[src/rtl/hilo_divider.sv]
`default_nettype none
// ============================================================================
//  Module   : hilo_divider
//  Purpose  : MIPS HI/LO register block. Accepts multiply results and
//             mthi/mtlo writes, runs a WIDTH-cycle restoring DIV/DIVU
//             (remainder -> HI, quotient -> LO) and flags busy so the
//             pipeline can stall HI/LO consumers.
//  Options  : HILO_DIV0_FLAG_EN - when defined, a zero divisor finishes in
//             one cycle with div_by_zero pulsed and HI/LO left unchanged;
//             when undefined, div_by_zero is 0 and the divide runs normally.
//  Revision : 1.0 - initial release
// ============================================================================
module hilo_divider #(
    parameter int WIDTH = 32
) (
    input  logic             clk,
    input  logic             reset,
    input  logic             start,
    input  logic             sign,
    input  logic [WIDTH-1:0] a,
    input  logic [WIDTH-1:0] b,
    input  logic             mul_we,
    input  logic [WIDTH-1:0] mul_hi,
    input  logic [WIDTH-1:0] mul_lo,
    input  logic             mthi,
    input  logic             mtlo,
    input  logic [WIDTH-1:0] wdata,
    output logic [WIDTH-1:0] hi,
    output logic [WIDTH-1:0] lo,
    output logic             busy,
    output logic             done,
    output logic             div_by_zero
);

    localparam int                 c_cnt_w = $clog2(WIDTH);
    localparam logic [c_cnt_w-1:0] c_last  = c_cnt_w'(WIDTH - 1);

    typedef enum logic [1:0] {
        S_IDLE = 2'd0,
        S_RUN  = 2'd1,
        S_FIX  = 2'd2,
        S_ZERO = 2'd3
    } state_t;

    state_t r_state;
    state_t w_next;

    logic [WIDTH-1:0]   r_hi;
    logic [WIDTH-1:0]   r_lo;
    logic [WIDTH-1:0]   r_rem;
    logic [WIDTH-1:0]   r_quo;
    logic [WIDTH-1:0]   r_div;
    logic [c_cnt_w-1:0] r_cnt;
    logic               r_qneg;
    logic               r_rneg;
    logic               r_done;

    logic               w_wr;
    logic [WIDTH-1:0]   w_amag;
    logic [WIDTH-1:0]   w_bmag;
    logic [WIDTH:0]     w_rs;
    logic [WIDTH:0]     w_trial;
    logic               w_borrow;
    logic [WIDTH-1:0]   w_quo_fix;
    logic [WIDTH-1:0]   w_rem_fix;

    // Any architectural write wins over divide control and aborts a divide.
    assign w_wr = mul_we | mthi | mtlo;

    // Operand magnitudes for signed divide; DIVU uses the raw values.
    assign w_amag = (sign && a[WIDTH-1]) ? (~a + 1'b1) : a;
    assign w_bmag = (sign && b[WIDTH-1]) ? (~b + 1'b1) : b;

    // One restoring step: shift the next dividend bit into the remainder and
    // try subtracting the divisor with one extra bit to expose the borrow.
    assign w_rs     = {r_rem, r_quo[WIDTH-1]};
    assign w_trial  = w_rs - {1'b0, r_div};
    assign w_borrow = w_trial[WIDTH];

    // Sign correction applied once at the end of a signed divide.
    assign w_quo_fix = r_qneg ? (~r_quo + 1'b1) : r_quo;
    assign w_rem_fix = r_rneg ? (~r_rem + 1'b1) : r_rem;

    assign hi   = r_hi;
    assign lo   = r_lo;
    assign busy = (r_state != S_IDLE);
    assign done = r_done;

    // State register.
    always_ff @(posedge clk or posedge reset) begin
        if (reset) r_state <= S_IDLE;
        else       r_state <= w_next;
    end

    // Next-state logic; a write strobe returns to IDLE from any state.
    always_comb begin
        w_next = r_state;
        if (w_wr) begin
            w_next = S_IDLE;
        end else begin
            case (r_state)
                S_IDLE: begin
                    if (start) begin
`ifdef HILO_DIV0_FLAG_EN
                        w_next = (b == '0) ? S_ZERO : S_RUN;
`else
                        w_next = S_RUN;
`endif
                    end
                end
                S_RUN:   if (r_cnt == c_last) w_next = S_FIX;
                S_FIX:   w_next = S_IDLE;
                S_ZERO:  w_next = S_IDLE;
                default: w_next = S_IDLE;
            endcase
        end
    end

    // HI/LO registers, divider datapath and completion pulse.
    always_ff @(posedge clk or posedge reset) begin
        if (reset) begin
            r_hi   <= '0;
            r_lo   <= '0;
            r_rem  <= '0;
            r_quo  <= '0;
            r_div  <= '0;
            r_cnt  <= '0;
            r_qneg <= 1'b0;
            r_rneg <= 1'b0;
            r_done <= 1'b0;
        end else begin
            r_done <= 1'b0;
            if (w_wr) begin
                if (mul_we) begin
                    r_hi <= mul_hi;
                    r_lo <= mul_lo;
                end else begin
                    if (mthi) r_hi <= wdata;
                    if (mtlo) r_lo <= wdata;
                end
            end else begin
                case (r_state)
                    S_IDLE: begin
                        if (start) begin
                            r_rem  <= '0;
                            r_quo  <= w_amag;
                            r_div  <= w_bmag;
                            r_cnt  <= '0;
                            r_qneg <= sign & (a[WIDTH-1] ^ b[WIDTH-1]);
                            r_rneg <= sign & a[WIDTH-1];
                        end
                    end
                    S_RUN: begin
                        r_rem <= w_borrow ? w_rs[WIDTH-1:0] : w_trial[WIDTH-1:0];
                        r_quo <= {r_quo[WIDTH-2:0], ~w_borrow};
                        r_cnt <= r_cnt + 1'b1;
                    end
                    S_FIX: begin
                        r_hi   <= w_rem_fix;
                        r_lo   <= w_quo_fix;
                        r_done <= 1'b1;
                    end
                    S_ZERO: begin
                        r_done <= 1'b1;
                    end
                    default: ;
                endcase
            end
        end
    end

`ifdef HILO_DIV0_FLAG_EN
    logic r_dbz;

    // Zero-divisor flag accompanies the early done from ZERO.
    always_ff @(posedge clk or posedge reset) begin
        if (reset)                          r_dbz <= 1'b0;
        else if (!w_wr && r_state == S_ZERO) r_dbz <= 1'b1;
        else                                r_dbz <= 1'b0;
    end

    assign div_by_zero = r_dbz;
`else
    assign div_by_zero = 1'b0;
`endif

endmodule
`default_nettype wire

[config.mk]
export PLATFORM = sky130hd
export DESIGN_NAME = hilo_divider
export DESIGN_NICKNAME = d
export VERILOG_FILES = /design/src/rtl/hilo_divider.sv
export SDC_FILE = /design/constraint.sdc
export NUM_CORES = 1
export LEC_CHECK = 0
export BUFFER_PORTS_ARGS = -buffer_cell sky130_fd_sc_hd__buf_4
export CAP_MARGIN = 20
export CORE_ASPECT_RATIO = 1.25
export CORE_UTILIZATION = 40
export CTS_BUF_LIST = sky130_fd_sc_hd__clkbuf_2
export CTS_CLUSTER_SIZE = 16
export DETAILED_ROUTE_END_ITERATION = 16
export PLACE_DENSITY_LB_ADDON = 0.15
export SKIP_LAST_GASP = 1
export SYNTH_ARGS = -nofsm -noshare
export SYNTH_HDL_FRONTEND = slang
export SYNTH_SLANG_ARGS = --single-unit
export TNS_END_PERCENT = 10
[constraint.sdc]
create_clock -name clk -period 5.6 [get_ports clk]
set_clock_uncertainty 0.15 [all_clocks]
set_input_delay 0.56 -clock clk [delete_from_list [all_inputs] [get_ports clk]]
set_output_delay 0.56 -clock clk [all_outputs]
set_load 0.1 [all_outputs]
**Word-level counts from Yosys, hierarchy flattened**

Index checks and enable logic that the tools add are counted.

- Register bits after elaboration: 170
- Input bits: 167
- Output and inout bits: 67
- Logic and storage cells: 73

- Add/subtract/negate cells: 6
- Equality and inequality tests: 9
- Multiplexer cells: 25
- Bitwise gates (word level): 11
- Reductions and logical operators: 12

Operator list:

| operator | number |
|---|---|
| 2-to-1 mux 32 bit | 15 |
| adder 32 x 1 -> 32 bit (second input constant) | 4 |
| inverter 32 bit | 4 |
| case mux 32 bit (2 select lines) | 2 |
| subtractor 33 x 32 -> 33 bit | 1 |
| != test 3 bit (second input constant) | 4 |
| case mux 5 bit (2 select lines) | 1 |
| 2-to-1 mux 2 bit | 3 |
| case mux 2 bit (3 select lines) | 1 |
| AND reduction 2 bit | 3 |
| AND reduction 3 bit | 2 |
| nonzero test 2 bit | 3 |
| adder 5 x 1 -> 5 bit (second input constant) | 1 |
| equality test 5 bit (second input constant) | 1 |
| 2-to-1 mux 5 bit | 1 |
| equality test 2 bit (second input constant) | 2 |
| AND 1 bit | 2 |
| equality test 2 x 1 -> 1 bit (second input constant) | 1 |
| logical AND 1 bit | 2 |
| logical NOT 2 bit | 1 |
| 2-to-1 mux 1 bit | 2 |
| != test 2 bit (second input constant) | 1 |
| inverter 1 bit | 2 |
| OR 1 bit | 2 |
| 2 further kinds | 2 |

**Longest topological paths before layout**

- Depth in word-level cells: 5
- Gate-level depth with buffers: 14
- Depth with buffers taken out: 13

**Least setup slack after synthesis**

OpenSTA, ideal clock, no wires.

- Path kind: reg-to-reg
- From: register r_quo[31]
- To: register r_rem[0]
- Setup time: 122 ps
- Arrival time: 3001 ps
- Data required time: 5328 ps
- Setup slack: 2328 ps
- Cell stages (with the launch flop): 15
- Buffers on the path: 1
- Period minus slack after synthesis: 3272 ps
- Cells stage by stage: dfrtp_1 > inv_1 > ha_1 > fa_1 > nand2b_1 > a21oi_1 > o21a_1 > o211ai_1 > nand3_1 > o221ai_1 > o21ai_1 > xor2_1 > buf_2 > nand2_1 > a32o_1

- Word-level cells in the longest chain between the ends: 3

Ends and longest elaborated chain:

| element | RTL line | source |
|---|---|---|
| start: declaration | 51 | `logic [WIDTH-1:0] r_quo;` |
| start signal: assignment | 146 | `r_quo <= w_amag;` |
| start signal: assignment | 155 | `r_quo <= {r_quo[WIDTH-2:0], ~w_borrow};` |
| subtractor 33 x 32 -> 33 bit | 77 | `assign w_trial = w_rs - {1'b0, r_div};` |
| 2-to-1 mux 32 bit (*) | 154 | `r_rem <= w_borrow ? w_rs[WIDTH-1:0] : w_trial[WIDTH-1:0];` |
| case mux 32 bit (2 select lines) (*) | 142 | `case (r_state)` |
| end signal: assignment | 154 |  |
| end: declaration | 50 | `logic [WIDTH-1:0] r_rem;` |

Mark *: on every way between the ends. The rest lies on a longest branch, timed or not.
A chain may end at the register's enable or synchronous reset.

**Worst setup path after layout**

Same ends and word-level chain as after synthesis.

==> flow_summary.yaml <==
floorplanning:
  die-area_um2: 30690
  core_area_um2: 29340
  die-width_um: 156.9
  floorplan.initialDensity: 0.4088
  i_o_pin_cnt: 234
  placementRows: 70
  floorplan.die.height_um: 195.6
detailed_routing:
  detail_route.wl_per_cell_um: 17.47
  detail_route.first_pass.iterations: 5
  drc: 0
  drt-initial-drc-count: 608
  post_drt_via_cell_ratio: 5.334
  detailroute.via_count: 11780
  ant_nets: 0
  drt-total-wl_um: 38570
clock_tree:
  max-clock-path-buffers: 2
  path_clk_slew_ns: 0.21
  cts_hold_buffers: 117
  cts-buffers-inserted: 17
  tritoncts: "yes"
  root_buffer: "sky130_fd_sc_hd__clkbuf_2"
  cts_sinks: 170
  clock_tree.htree_level_count: 4
  postCtsResizedCells: 0
  post_cts.repair.setup_buffers: 0
  clk_latency_ns: 0.78
sta:
  achievable-frequency_mhz: 244.8
  setup_total_negative_slack_ns: 0
  min_period_ns: 4.085
  period_share: 0.7295
  max_slew.worst_pin.slew_ns: 1.050
  number_of_failing_setup_endpoints_in_the_final_timing_report: 0
  timing.slew.headroom: 0.2990
  report.final.slew_viol_count: 0
  rsz0062_at_grt: "false"
  final_hold_viol_count: 0
critical_path:
  cp_max_fo: 28
  crit_type: "flip-flop to flip-flop"
  setup.worst_path.end_class: "flip-flop"
  cp.required_ns: 6.12
  critPathLaunchType: "flip-flop"
  arrival_time_reported_for_the_critical_path_endpoint_ns: 4.60
power_and_ir_drop:
  p_leak_nw: 7.055
  power.ir.vdd_worst_uv: 102.8
  total_power_mw: 3.955
  pwr_density_cell_nw_per_um2: 253.9
final_layout:
  nNetsFinal: 2005
  count_of_fill_cells_added_during_filler_insertion: 2860
  layout-drive-gt1-share: 0.1679
  multi_input_gate_area_in_the_final_layout_um2: 7253
  seq_area_um2: 4254
  area.growth.synth_to_final_pct: 29.85
yosys:
  synth_area_um2: 12000
  synth.avg_cell_area_um2: 7.997
  synth-async-reset-ratio: 1.000
  synth_edf_count: 0
  post_synthesis_sequential_area_ratio: 0.3546
  synthTopCellsByArea: "sky130_fd_sc_hd__dfrtp_1 (35%), sky130_fd_sc_hd__o21ai_0 (8.4%), sky130_fd_sc_hd__xnor2_1 (7.1%), sky130_fd_sc_hd__nand2_1 (7.0%), sky130_fd_sc_hd__a21oi_1 (6.5%)"
  yosysTopAreaCellShare: 0.3546
  synth_area_leader_cell: "sky130_fd_sc_hd__dfrtp_1"
  synth_ff_type: "sky130_fd_sc_hd__dfrtp_1"
  synth.net_count: 1706
  postSynthRegisterBits: 170
  yosys.cell_types.count: 62
  synth_cells: 1500
  synth.yosys.warnings: 0
min_path:
  holdCritPathClass: "primary input to flip-flop"
grt:
  track_usage: 0.2537
  grt_start_max_net_pins: 125
  grt_first_pass_wirelength_um: 60290
  number_of_antenna_violations_at_the_first_check_in_global_routing: 1
  grt.overflow.total: 0
  via_count_of_the_first_global_routing_pass: 11300
place:
  place.detailed.hpwl_um: 28770
  port_buffers: 232
  finalWeightedCongestion: 0.8587
run_status:
  outcome: "finished, final reports clean"
run:
  max_cap_violations: 0
[area by class of cell]
class	count	share of cell area
antenna	1	0.0001607
clock buffer	20	0.006426
clock inverter	11	0.01245
inverter	55	0.01358
multi-input combinational	1191	0.4657
sequential	170	0.2731
tap	396	0.03181
timing repair buffer	364	0.1968
[critical path, stage by stage (launching register included)]
cell,delay (ns)
sky130_fd_sc_hd__dfrtp_1,0.45
sky130_fd_sc_hd__inv_1,0.08
sky130_fd_sc_hd__ha_1,0.23
sky130_fd_sc_hd__fa_1,0.39
sky130_fd_sc_hd__nand2b_1,0.20
sky130_fd_sc_hd__a21oi_1,0.29
sky130_fd_sc_hd__o21a_1,0.20
sky130_fd_sc_hd__o211ai_1,0.08
sky130_fd_sc_hd__nand3_1,0.19
sky130_fd_sc_hd__o221ai_1,0.20
sky130_fd_sc_hd__o21ai_1,0.44
sky130_fd_sc_hd__xor2_4,0.24
sky130_fd_sc_hd__buf_4,0.43
sky130_fd_sc_hd__nand2_1,0.11
sky130_fd_sc_hd__a32o_1,0.28
[per-layer routing]
metal  track usage  part of all wire  up-vias
met5             0                 0        -
met4        0.1049             0.034        0
met3       0.03440             0.042       55
met2        0.4515              0.51      297
met1        0.3032              0.42     5525
li1              -                 -     5900
[report_power, final]
part | switching, mW | total (mW) | internal, mW
registers | 0.175 | 1.56 | 1.39
logic | 1.04 | 1.60 | 0.553
clock network | 0.455 | 0.798 | 0.343
[final timing paths]
| path | startpoint | to | slack [ns] | cells past startpoint |
|---|---|---|---|---|
| min in group asynchronous | reset | r_quo[29] | 0.28 | 3 |
| hold / removal | a[31] | r_quo[31] | 0.08 | 3 |
| setup reg to reg | r_quo[31] | r_rem[0] | 1.51 | 14 |
| setup / recovery | r_quo[31] | r_rem[0] | 1.51 | 14 |
| max in group asynchronous | reset | r_rem[28] | 4.05 | 4 |
| hold reg to reg | r_div[28] | r_div[28] | 0.36 | 2 |
[layout by cell type (no fill, tap or decap), types with 7 or more instances in the layout]
| master | n |
|---|---|
| sky130_fd_sc_hd__xnor2_1 | 97 |
| sky130_fd_sc_hd__buf_4 | 243 |
| sky130_fd_sc_hd__dfrtp_1 | 170 |
| sky130_fd_sc_hd__nand2_1 | 223 |
| sky130_fd_sc_hd__xor2_1 | 51 |
| sky130_fd_sc_hd__nor3_1 | 13 |
| sky130_fd_sc_hd__a21o_1 | 12 |
| sky130_fd_sc_hd__ha_1 | 38 |
| sky130_fd_sc_hd__and3_1 | 7 |
| sky130_fd_sc_hd__a211oi_1 | 9 |
| sky130_fd_sc_hd__o41ai_1 | 16 |
| sky130_fd_sc_hd__inv_1 | 54 |
| sky130_fd_sc_hd__nor2b_1 | 28 |
| sky130_fd_sc_hd__clkbuf_2 | 20 |
| sky130_fd_sc_hd__a21oi_1 | 155 |
| sky130_fd_sc_hd__dlygate4sd3_1 | 118 |
| sky130_fd_sc_hd__o21ai_0 | 202 |
| sky130_fd_sc_hd__o22ai_1 | 30 |
| sky130_fd_sc_hd__nor2_1 | 98 |
| sky130_fd_sc_hd__nand2b_1 | 10 |
| sky130_fd_sc_hd__nand3_1 | 13 |
| sky130_fd_sc_hd__nand4_1 | 9 |
| sky130_fd_sc_hd__mux2i_1 | 44 |
| sky130_fd_sc_hd__or3_1 | 9 |
| sky130_fd_sc_hd__or4_1 | 10 |
| sky130_fd_sc_hd__nor4_1 | 18 |
| sky130_fd_sc_hd__o31ai_1 | 20 |
[metrics by stage]
stage,hold WS [ns],utilization,cell area [µm²],worst slack [ns],instances
floorplan,0.2998,-,12000,0.2866,1500
global placement,0.3126,0.4798,14080,1.691,2057
detailed placement,0.3195,0.4798,14080,1.531,2057
CTS,0.0004261,0.5298,15540,1.477,2205
global route,0.02173,0.5309,15580,1.279,2208
finish,0.08082,0.5309,15580,1.515,2208
[synth_stat cells (18+ instances only)]
cell type and number:
sky130_fd_sc_hd__o21ai_0 202, sky130_fd_sc_hd__inv_1 55, sky130_fd_sc_hd__ha_1 38, sky130_fd_sc_hd__nor2b_1 28, sky130_fd_sc_hd__nor2_1 99, sky130_fd_sc_hd__xor2_1 52
sky130_fd_sc_hd__nor4_1 18, sky130_fd_sc_hd__a21oi_1 155, sky130_fd_sc_hd__mux2i_1 44, sky130_fd_sc_hd__o22ai_1 30, sky130_fd_sc_hd__clkbuf_1 72, sky130_fd_sc_hd__nand2_1 223
sky130_fd_sc_hd__xnor2_1 97, sky130_fd_sc_hd__o31ai_1 20, sky130_fd_sc_hd__dfrtp_1 170
[logic make-up (layout without fill, tap and decap cells)]
kind of cell               count (synthesis)  after routing  synth area share
other                                      1              2         0.0003126
xor gates and xnor gates                 149            149            0.1088
AOI/OAI and AO/OA                        491            491            0.2343
buffers and inverters                    139            450           0.04423
muxes                                     47             47           0.03953
and+or+nand+nor                          464            464            0.1769
adders and majority gates                 39             39           0.04131
DFF                                      170            170            0.3546
[state kept, by name, indices dropped and copies added, names as in the netlist]
register	cells
done	1
hi	32
lo	32
r_cnt	5
r_div	32
r_qneg	1
r_quo	32
r_rem	32
r_rneg	1
r_state	2
Note: power is estimated with default switching activity, not from simulation.
